`src/rtl/effect_key_ctrl.sv`:
```
// Effect selection and per-effect level control driven by three debounced keys.
// Press edges step the selection/level; holding up/down auto-repeats after a delay.
module effect_key_ctrl #(
    parameter int NUM_EFFECTS   = 4,
    parameter int LEVEL_W       = 4,
    parameter int LEVEL_DEFAULT = 8,
    parameter int HOLD_CYCLES   = 12500000,
    parameter int REPEAT_CYCLES = 2500000,
    localparam int SEL_W = (NUM_EFFECTS > 1) ? $clog2(NUM_EFFECTS) : 1
) (
    input  logic               clock,
    input  logic               reset,
    input  logic               key_next,
    input  logic               key_up,
    input  logic               key_down,
    output logic [SEL_W-1:0]   effect_sel,
    output logic [LEVEL_W-1:0] level,
    output logic               changed,
    output logic               repeating
);

    localparam int CNT_MAX = (HOLD_CYCLES > REPEAT_CYCLES) ? HOLD_CYCLES : REPEAT_CYCLES;
    localparam int CNT_W   = (CNT_MAX > 1) ? $clog2(CNT_MAX) : 1;

    localparam logic [CNT_W-1:0]   HOLD_TERM = CNT_W'(HOLD_CYCLES - 1);
    localparam logic [CNT_W-1:0]   REP_TERM  = CNT_W'(REPEAT_CYCLES - 1);
    localparam logic [SEL_W-1:0]   SEL_LAST  = SEL_W'(NUM_EFFECTS - 1);
    localparam logic [LEVEL_W-1:0] LVL_MAX   = '1;
    localparam logic [LEVEL_W-1:0] LVL_DEF   = LEVEL_W'(LEVEL_DEFAULT);

    typedef enum logic [1:0] {
        IDLE   = 2'd0,
        PRESS  = 2'd1,
        REPEAT = 2'd2
    } state_t;

    state_t             state, state_n;
    logic [CNT_W-1:0]   cnt, cnt_n;
    logic               dir_up, dir_up_n;
    logic               next_q, up_q, down_q;
    logic [LEVEL_W-1:0] slots [NUM_EFFECTS];

    logic               next_edge, up_edge, down_edge;
    logic               held, step, slot_wr;
    logic [LEVEL_W-1:0] cur_slot, stepped;
    logic [SEL_W-1:0]   sel_n;
    logic [LEVEL_W-1:0] level_n;

    // Hold/auto-repeat decision: which state comes next and whether this cycle steps.
    always_comb begin
        next_edge = key_next & ~next_q;
        up_edge   = key_up & ~up_q;
        down_edge = key_down & ~down_q;
        held      = dir_up ? key_up : key_down;
        state_n   = state;
        cnt_n     = cnt;
        dir_up_n  = dir_up;
        step      = 1'b0;
        if (next_edge || effect_sel == '0 || (key_up && key_down)) begin
            state_n = IDLE;
            cnt_n   = '0;
        end else begin
            case (state)
                IDLE: begin
                    if (up_edge || down_edge) begin
                        step     = 1'b1;
                        dir_up_n = up_edge;
                        state_n  = PRESS;
                        cnt_n    = '0;
                    end
                end
                PRESS: begin
                    if (!held) begin
                        state_n = IDLE;
                        cnt_n   = '0;
                    end else if (cnt == HOLD_TERM) begin
                        step    = 1'b1;
                        state_n = REPEAT;
                        cnt_n   = '0;
                    end else begin
                        cnt_n = cnt + 1'b1;
                    end
                end
                REPEAT: begin
                    if (!held) begin
                        state_n = IDLE;
                        cnt_n   = '0;
                    end else if (cnt == REP_TERM) begin
                        step  = 1'b1;
                        cnt_n = '0;
                    end else begin
                        cnt_n = cnt + 1'b1;
                    end
                end
                default: begin
                    state_n = IDLE;
                    cnt_n   = '0;
                end
            endcase
        end
    end

    // Saturating level step on the current slot, then the values the outputs will show.
    always_comb begin
        cur_slot = slots[effect_sel];
        stepped  = cur_slot;
        slot_wr  = 1'b0;
        if (step) begin
            if (dir_up_n) begin
                if (cur_slot != LVL_MAX) begin
                    stepped = cur_slot + 1'b1;
                    slot_wr = 1'b1;
                end
            end else if (cur_slot != '0) begin
                stepped = cur_slot - 1'b1;
                slot_wr = 1'b1;
            end
        end

        sel_n = effect_sel;
        if (next_edge) begin
            sel_n = (effect_sel == SEL_LAST) ? '0 : effect_sel + 1'b1;
        end

        if (sel_n == '0) begin
            level_n = '0;
        end else if (slot_wr) begin
            level_n = stepped;
        end else begin
            level_n = slots[sel_n];
        end
    end

    always_ff @(posedge clock or posedge reset) begin
        if (reset) begin
            state      <= IDLE;
            cnt        <= '0;
            dir_up     <= 1'b0;
            next_q     <= 1'b1;
            up_q       <= 1'b1;
            down_q     <= 1'b1;
            effect_sel <= '0;
            level      <= '0;
            changed    <= 1'b0;
            repeating  <= 1'b0;
            for (int i = 0; i < NUM_EFFECTS; i++) begin
                slots[i] <= LVL_DEF;
            end
        end else begin
            next_q     <= key_next;
            up_q       <= key_up;
            down_q     <= key_down;
            state      <= state_n;
            cnt        <= cnt_n;
            dir_up     <= dir_up_n;
            effect_sel <= sel_n;
            level      <= level_n;
            changed    <= (sel_n != effect_sel) || (level_n != level);
            repeating  <= (state_n == REPEAT);
            if (slot_wr) begin
                slots[effect_sel] <= stepped;
            end
        end
    end

endmodule

```
`config.mk`:
```
export PLATFORM = sky130hd
export DESIGN_NAME = effect_key_ctrl
export DESIGN_NICKNAME = d
export VERILOG_FILES = /design/src/rtl/effect_key_ctrl.sv
export SDC_FILE = /design/constraint.sdc
export NUM_CORES = 1
export LEC_CHECK = 0
export CORE_UTILIZATION = 55
export CTS_BUF_LIST = sky130_fd_sc_hd__clkbuf_16
export DETAILED_ROUTE_END_ITERATION = 10
export GPL_ROUTABILITY_DRIVEN = 0
export PLACE_DENSITY = 0.72
export SETUP_SLACK_MARGIN = 0.15
export SLEW_MARGIN = 40
export SYNTH_ARGS = -nofsm -noshare
export SYNTH_HDL_FRONTEND = slang
export SYNTH_SLANG_ARGS = --single-unit
```
`constraint.sdc`:
```
create_clock -name clock -period 3.4 [get_ports clock]
set_input_delay 0.51 -clock clock [delete_from_list [all_inputs] [get_ports clock]]
set_output_delay 0.51 -clock clock [all_outputs]
set_load 0.02 [all_outputs]
```
# ---- Word-level counts from Yosys, hierarchy flattened
# Cells that the tools add are included.
dict set report classes {
  multipliers 0
  n_div 0
  eq_ne 10
  shifts 0
  order_cmp 3
  n_reduce_logical 10
  n_addsub 4
  mux 45
  bitwise_logic 8
}
# operator n
set op_table {}
lappend op_table {{$mux 24} 6}
lappend op_table {{$pmux 24 s3} 1}
lappend op_table {{$mux 4} 11}
lappend op_table {{$add 24x1->24 const B} 1}
lappend op_table {{$eq 24x22->1 const B} 1}
lappend op_table {{$eq 24x24->1 const B} 1}
lappend op_table {{$bmux 4 s2} 2}
lappend op_table {{$bwmux 16} 1}
lappend op_table {{$mux 1} 14}
lappend op_table {{$mux 2} 7}
lappend op_table {{$demux 4 s2} 1}
lappend op_table {{$eq 2x2->1 const B} 3}
lappend op_table {{$ge 3x3->1 const B} 2}
lappend op_table {{$logic_not 2->1} 3}
lappend op_table {{$not 2->3} 2}
lappend op_table {{$pmux 2 s3} 1}
lappend op_table {{$add 4x1->4 const B} 1}
lappend op_table {{$logic_or 1x1->1} 4}
lappend op_table {{$ne 4x4->1} 1}
lappend op_table {{$ne 4x4->1 const B} 1}
lappend op_table {{$reduce_bool 4->1} 1}
lappend op_table {{$sub 4x1->4 const B} 1}
lappend op_table {{$and 1x1->1} 3}
lappend op_table {{$lt 3x1->1 const B} 1}
lappend op_table {{other kinds (7)} 10}
dict set report totals {
  inputBits 5
  out_inout_bits 8
  latch_bits 0
  romBits 0
  memories 0
  register_bits 54
  mem_bits_rw 0
}

# ---- Logic depth before layout (Yosys ltp)
# Gate-level depths: netlist of run 1.
dict set report logic_depth {
  word_depth 12
  depth_mapped 14
}

# ---- Least setup slack after synthesis of run 1
# Ideal clock, no wire load.
dict set report synth_path {
  kind {register to register}
  start {register effect_sel[1]}
  end {register changed}
  path_buffers 1
  period_less_slack_ps 3483
  path_stages_with_launch 13
  setup_slack_ps -83
  arrival_time_ps 3354
  path_cell_list {dfrtp_1 -> clkbuf_1 -> mux2_2 -> o21ai_0 -> inv_1 -> ha_1 -> and3_4 -> o311ai_4 -> o31ai_1 -> or4b_4 -> mux2i_1 -> o211ai_1 -> a2111o_1}
}
dict set report synth_via {
  elab_chain_cells 12
}
# item line_no
set synth_rtl {}
lappend synth_rtl {{from (decl)} 16} ;# output logic [SEL_W-1:0] effect_sel,
lappend synth_rtl {{from (signal assigned)} 156} ;# effect_sel <= sel_n;
lappend synth_rtl {{$not 2->3 (not written as such)} 105} ;# cur_slot = slots[effect_sel];
lappend synth_rtl {{$bmux 4 s2} 105}
lappend synth_rtl {{$mux 4 (not written as such) (2 in a row)} 105}
lappend synth_rtl {{$sub 4x1->4, or another cell as far along} 115} ;# stepped = cur_slot - 1'b1;
lappend synth_rtl {{$mux 4, or another cell as far along} 114} ;# end else if (cur_slot != '0) begin
lappend synth_rtl {{$mux 4 or $mux 1 (tied branches)} 109} ;# if (dir_up_n) begin
lappend synth_rtl {{$mux 4 or $mux 1 (tied branches)} 108} ;# if (step) begin
lappend synth_rtl {{$mux 4} 127} ;# end else if (slot_wr) begin
lappend synth_rtl {{$mux 4} 125} ;# if (sel_n == '0) begin
lappend synth_rtl {{$ne 4x4->1} 158} ;# changed <= (sel_n != effect_sel) || (level_n != level);
lappend synth_rtl {{$logic_or 1x1->1 (*)} 158}
lappend synth_rtl {{to (signal assigned)} 158}
lappend synth_rtl {{to (decl)} 18} ;# output logic changed,
# Every way passes the cells marked *; elsewhere a longest branch is shown, timed or not. The select of a mux whose other input is x is not followed.
# A chain may end at the register's enable or synchronous reset.

# ---- Final worst setup path of run 1
dict set report layout_path {
  start {register effect_sel[0]}
  end {register changed}
}
dict set report layout_via {
  elab_chain_cells 12
}
# item line_no
set layout_rtl {}
lappend layout_rtl {{$not 2->3 (not written as such)} 105}
lappend layout_rtl {{$bmux 4 s2} 105}
lappend layout_rtl {{$mux 4 (not written as such) (2 in a row)} 105}
lappend layout_rtl {{$sub 4x1->4, or another cell as far along} 115}
lappend layout_rtl {{$mux 4, or another cell as far along} 114}
lappend layout_rtl {{$mux 4 or $mux 1 (tied branches)} 109}
lappend layout_rtl {{$mux 4 or $mux 1 (tied branches)} 108}
lappend layout_rtl {{$mux 4} 127}
lappend layout_rtl {{$mux 4 (*)} 125}
lappend layout_rtl {{named net level_n[3]} 47} ;# logic [LEVEL_W-1:0] level_n;
lappend layout_rtl {{$ne 4x4->1 (*)} 158}
lappend layout_rtl {{$logic_or 1x1->1 (*)} 158}
# Mark *: on every way through the listed nets, which the timed path passes. The rest lies on a longest branch. The select of a mux whose other input is x is not followed.

==> results of run 1 <==
-- worst paths after layout --
kind,startpoint,endpoint,depth (start not counted)
setup / recovery,effect_sel[0],changed,10
min in group asynchronous,reset,slots[12],2
hold / removal,slots[12],slots[12],0
hold reg to reg,slots[12],slots[12],0
setup reg to reg,effect_sel[0],changed,10
max in group asynchronous,reset,up_q,3
-- sequential cells by signal, indices dropped and copies added, names as in the netlist --
register,cells
next_q,1
state,2
effect_sel,2
repeating,1
level,4
changed,1
up_q,1
down_q,1
slots,16
dir_up,1
cnt,24
-- logic make-up after synthesis --
family / count (synthesis)
DFF: 54
and+or+nand+nor: 140
muxes: 21
AOI/OAI and AO/OA: 73
buffers and inverters: 27
adders and majority gates: 11
xor gates and xnor gates: 15
-- routing by layer --
metal / track usage / up-vias / routed length, um / part of all wire
met2: 0.358 / 80 / 3150 / 0.43
li1: - / 1321 / - / -
met5: 0 / - / 0 / 0
met3: 0.0425 / 11 / 376 / 0.051
met1: 0.385 / 1313 / 3720 / 0.51
met4: 0.0873 / 0 / 111 / 0.015
-- through the flow --
| stage | setup WS, ns | area, sq um |
|---|---|---|
| finish | 0.265 | 3820 |
| floorplan | 0.157 | 3260 |
| global route | 0.143 | 3820 |
| CTS | 0.206 | 3750 |
| global placement | 0.0346 | 3590 |
| detailed placement | -0.0743 | 3590 |
-- layout make-up --
| cell class | instances | area [sq um] |
|---|---|---|
| Clock buffer | 5 | 125 |
| Clock inverter | 3 | 20.0 |
| Fill cell | 457 | 1790 |
| Inverter | 18 | 67.6 |
| Multi-Input combinational cell | 260 | 1820 |
| Sequential cell | 54 | 1360 |
| Tap cell | 72 | 90.1 |
| Timing Repair Buffer | 40 | 330 |
-- report_power, final --
group | switching (W) | total, W | leakage [nW] | internal [W]
clock | 0.000246 | 0.000520 | 0.0679 | 0.000274
sequential | 0.0000781 | 0.000823 | 0.711 | 0.000745
combinational | 0.000678 | 0.00127 | 0.873 | 0.000590
total | 0.00100 | 0.00261 | 1.65 | 0.00161
-- worst reg2reg max path: cells and delay by family, from the launching register on --
kind | cells | cell delay [ns]
AOI/OAI and AO/OA | 3 | 0.76
xor gates and xnor gates | 1 | 0.12
adders and majority gates | 1 | 0.21
buffers and inverters | 1 | 0.13
DFF | 1 | 0.41
and+or+nand+nor | 3 | 0.78
muxes | 1 | 0.60
-- placed cells by master (no fill, tap or decap), types with 9 or more instances in the layout --
master / Yosys / final
inv_1: 17 / 15
and3_1: 9 / 9
a21oi_1: 11 / 11
buf_4: 0 / 28
dfrtp_1: 47 / 45
ha_1: 11 / 9
o21ai_0: 24 / 23
mux2i_1: 12 / 12
nor2_1: 34 / 33
clkdlybuf4s50_1: 0 / 12
nand2_1: 33 / 32
xor2_1: 13 / 13
nand3_1: 17 / 17
-- timing repair --
action | 4_1_cts | 5_1_grt
pin swaps | 0 | 0
endpoints found under the setup margin | 1 | 4
resized for setup | 1 | 8
setup buffers | 2 | 4
cloned | 0 | 0
==> run metrics, run 1 <==
Critical Path RT 3.58 ns; mux cell area share after synthesis 0.0797; Worst setup EP type flop; post-synthesis adder-cell area fraction 0.0424; Pre-Repair DR Iteration Count 5; CTS Buffer Depth 2; Die Span Y 78.9 um; clock root buffer clkbuf_16; Crit-path slowest cell mux4_2; Layout Cells excl Fill 452; Routed Wire Length 7360 um; hpwl dp 5340 um; final core utilization 0.681; syn_area_per_cell 9.53 sq um; layout cell share with drive strength beyond 1 0.189; Seq cells post-synth 54; total track usage 0.252; status finished clean; Critical Path Fanout Max 5; Synth top area share 0.362; Std-Cell Rows 27; Crit path max-delay family simple AND/OR/NAND/NOR gates; XOR/XNOR Fraction of Synth Area 0.0404; setup TNS 0 ns; Pwr Total 0.00261 W; Layout Skew 0.00808 ns; Final period util 0.922; Max stage delay on crit path 0.60 ns; Max Cap Viol 0; post-synthesis sequential area ratio 0.419; n_diodes 0; Worst-Margin Slew 0.608 ns; EDFF count, synth 0; Initial DRC Count 239; Power Dens Cells 684 nW/um^2; area leader, netlist dfrtp_1; CTS tree yes; Fmax achieved 319 MHz; number of global-route vias before repair 2,497; H-tree Lvls 2; critical path arrival 3.32 ns; cells after synthesis 341; Placed Cells 438; DIE AREA 6220 sq um; cts bufs inserted 5; Core Region 5610 sq um; reg-to-reg slack, setup 0.26 ns; antenna violations before repair 0; cts hold-fix bufs 0; syn nets 357; crit-path cells mux4_2 > inv_2 > ha_2 > nor3b_4 > a21oi_1 > or2_2 > and2_1 > a311oi_2 > xor2_1 > a2111o_1; Post-Syn Area 3250 sq um; detailed-route DRC error count 0; Fin. Hold Viols 0; critical path class reg -> reg; Compound-Gate Fraction of Synth Area 0.161; Cell variety after synth 60; Routed wire per std cell 16.3 um; I/O Pins 13; Post-synth ARST share 1.00; largest family of logic cells by synthesized area simple AND/OR/NAND/NOR gates; ys flop type dfrtp_1; Clock Latency Late Sink 0.30 ns; port bufs 12; RSZ-0062 raised after global routing no; Area Overhead vs Synth 17.5%; largest net degree at the start of global routing 31; post-layout min period 3.14 ns; Worst Path Buf+Inv 1; Clock transition at path regs 0.07 ns; min-delay worst type reg -> reg; nets 395; maximum VDD drop 0.453 mV; grt total ovfl 0; initial core utilization 0.579; Die X 78.9 um; most instantiated cells after synthesis 47 x dfrtp_1, 34 x nor2_1, 33 x nand2_1; Rel. slew slack 0.594; P_leak 1.65 nW; simple-gate area share of the yosys netlist 0.224; critical path launch point type flop; first-pass GRT wire length 12,000 um; top-count cell post-synth dfrtp_1; Sink Count 54; DR vias 2,725; setup violation total in the final timing report 0; Post-DRT Antenna Nets 0; DR vias/cell 6.03; WHS 0.380 ns; Yosys warnings 0; Max Slew Vio Count 0; ranking of synthesized cells by area dfrtp_1 36%, dfstp_2 5.7%, ha_1 4.2%
(Power assumes the default switching activity.)
==> inputs of run 2 (changes only) <==
Settings changed: REMOVE_ABC_BUFFERS from default to 1.
==> run metrics, run 2 (synthesized netlist as in run 1, its figures left out) <==
maximum VDD drop 0.548 mV (+21%); n_diodes 0 (unchanged); Die Span Y 78.9 um (unchanged); Routed Wire Length 7190 um (-2.2%); Sink Count 54 (unchanged); Worst setup EP type flop; I/O Pins 13 (unchanged); first-pass GRT wire length 12,300 um (+2.6%); antenna violations before repair 0 (unchanged); Clock transition at path regs 0.07 ns (about the same); Fill cells 451 (-1.3%); Std-Cell Rows 27 (unchanged); most frequent cells in the layout 46 x dfrtp_1, 34 x nor2_1, 32 x nand2_1; Core Region 5610 sq um (unchanged); Rel. slew slack 0.560 (-0.0336); Routed wire per std cell 15.9 um (-2.4%); Max stage delay on crit path 0.56 ns (-0.04 ns); CP startpoint effect_sel[1]; total track usage 0.255 (+0.00305); WHS 0.377 ns (-0.00292 ns); critical path launch point type flop; setup ws final 0.275 ns (+0.0104 ns); DIE AREA 6220 sq um (unchanged); Post-DRT Antenna Nets 0 (unchanged); port bufs 12 (unchanged); RSZ-0062 raised after global routing no; largest registers cnt x24, slots x16, level x4; Worst-Margin Slew 0.659 ns (+0.0513 ns); largest net degree at the start of global routing 55 (+77%); detailed-route DRC error count 0 (unchanged); Max Cap Viol 0 (unchanged); Pre-Repair DR Iteration Count 4 (-1); CTS tree yes; Placed Cells 443 (+1.1%); Final period util 0.919 (-0.00307); P_leak 1.67 nW (+1.2%); Fmax achieved 320 MHz (+0.33%); cts hold-fix bufs 0 (unchanged); min-delay worst type reg -> reg; Power Dens Cells 690 nW/um^2 (+0.84%); max FFs per register 24 (unchanged); most common cell after layout, fill and taps aside dfrtp_1; Clock Latency Late Sink 0.29 ns (about the same); hold_sp slots[12]; CTS Buffer Depth 2 (unchanged); Reg2Reg Launch Point effect_sel[1]; setup violation total in the final timing report 0 (unchanged); critical path arrival 3.29 ns (-0.03 ns); Area Overhead vs Synth 18.1%; nets 396 (+0.25%); DR vias 2,665 (-2.2%); FF+latch area 1360 sq um (about the same); Layout Cells excl Fill 453 (+0.22%); Critical Path RT 3.56 ns (-0.02 ns); layout cell share with drive strength beyond 1 0.186 (-0.00312); Multi-input gate area 1810 sq um (-0.48%); post-layout min period 3.12 ns (-0.0104 ns); critical path class reg -> reg; grt total ovfl 0 (unchanged); cts bufs inserted 5 (unchanged); Die X 78.9 um (unchanged); H-tree Lvls 2 (unchanged); clock root buffer clkbuf_16; Crit-path slowest cell or4b_4; DR vias/cell 5.88 (-2.4%); fin area 3840 sq um (+0.52%); Fin. Hold Viols 0 (unchanged); Critical Path Fanout Max 6 (+1); setup TNS 0 ns (unchanged); Initial DRC Count 177 (-26%); Place WS -0.0215 ns (+0.0528 ns); Most flops, register cnt; crit-path cells mux2_2 > o21ai_1 > buf_4 > inv_1 > ha_2 > and3_4 > o311ai_4 > o31ai_1 > or4b_4 > mux2i_1 > o211ai_1 > a2111o_1; Layout Skew 0.00600 ns (-0.00208 ns); Post-DP Area 3620 sq um (+0.87%); initial core utilization 0.579 (unchanged); Max Slew Vio Count 0 (unchanged); hpwl dp 5230 um (-2.0%); number of global-route vias before repair 2,511 (+0.56%); status finished clean
-- run 2: final timing paths --
| check | endpoint | slack (ns) | depth (start not counted) |
|---|---|---|---|
| hold / removal | slots[12] | 0.38 | 0 |
| hold reg to reg | slots[12] | 0.38 | 0 |
| max in group asynchronous | effect_sel[1] | 2.22 | 3 |
| min in group asynchronous | cnt[13] | 0.72 | 3 |
| setup / recovery | changed | 0.28 | 12 |
| setup reg to reg | changed | 0.28 | 12 |
-- run 2: final cells by class --
class / count / area share
inverters: 18 / 0.0176
clock buffers: 5 / 0.0326
clock inverters: 3 / 0.0111
multi-input cells: 260 / 0.472
flip-flops and latches: 54 / 0.355
repair buffers: 41 / 0.0881
well taps: 72 / 0.0235
-- run 2: metrics by stage --
| stage | utilization | power (W) |
|---|---|---|
| final | 0.684 | 0.00265 |
| after global routing | 0.684 | 0.00282 |
| after CTS | 0.675 | 0.00260 |
| after detailed placement | 0.645 | 0.00201 |
| after global placement | 0.645 | 0.00199 |
| after floorplan | - | 0.00157 |
-- run 2: report_power, final --
part           total [W]  internal (W)  switching [W]
combinational    0.00125      0.000584       0.000667
clock           0.000573      0.000346       0.000227
sequential      0.000822      0.000744      0.0000779
total            0.00265       0.00167       0.000972
-- run 2: worst max-delay path: cells and delay by family (launching register included) --
kind                     cells  cell delay (ns)
AO/OA/AOI/OAI                5             0.92
buffers and inverters        2             0.18
AND/OR/NAND/NOR              2             0.72
adder cells (fa/ha/maj)      1             0.20
flip-flops                   1             0.44
multiplexers                 2             0.54
-- run 2: timing repair --
item,CTS,global route
gates resized for setup,2,10
buffers inserted,0,2
gates cloned,0,0
pin swaps,0,1
setup endpoints to repair,1,1
-- run 2: metal layers --
metal | routed length (um) | track usage | vias up
li1 | - | - | 1322
met1 | 3530 | 0.387 | 1281
met2 | 3220 | 0.382 | 60
met3 | 407 | 0.0460 | 2
met4 | 31 | 0.0509 | 0
met5 | 0 | 0 | -
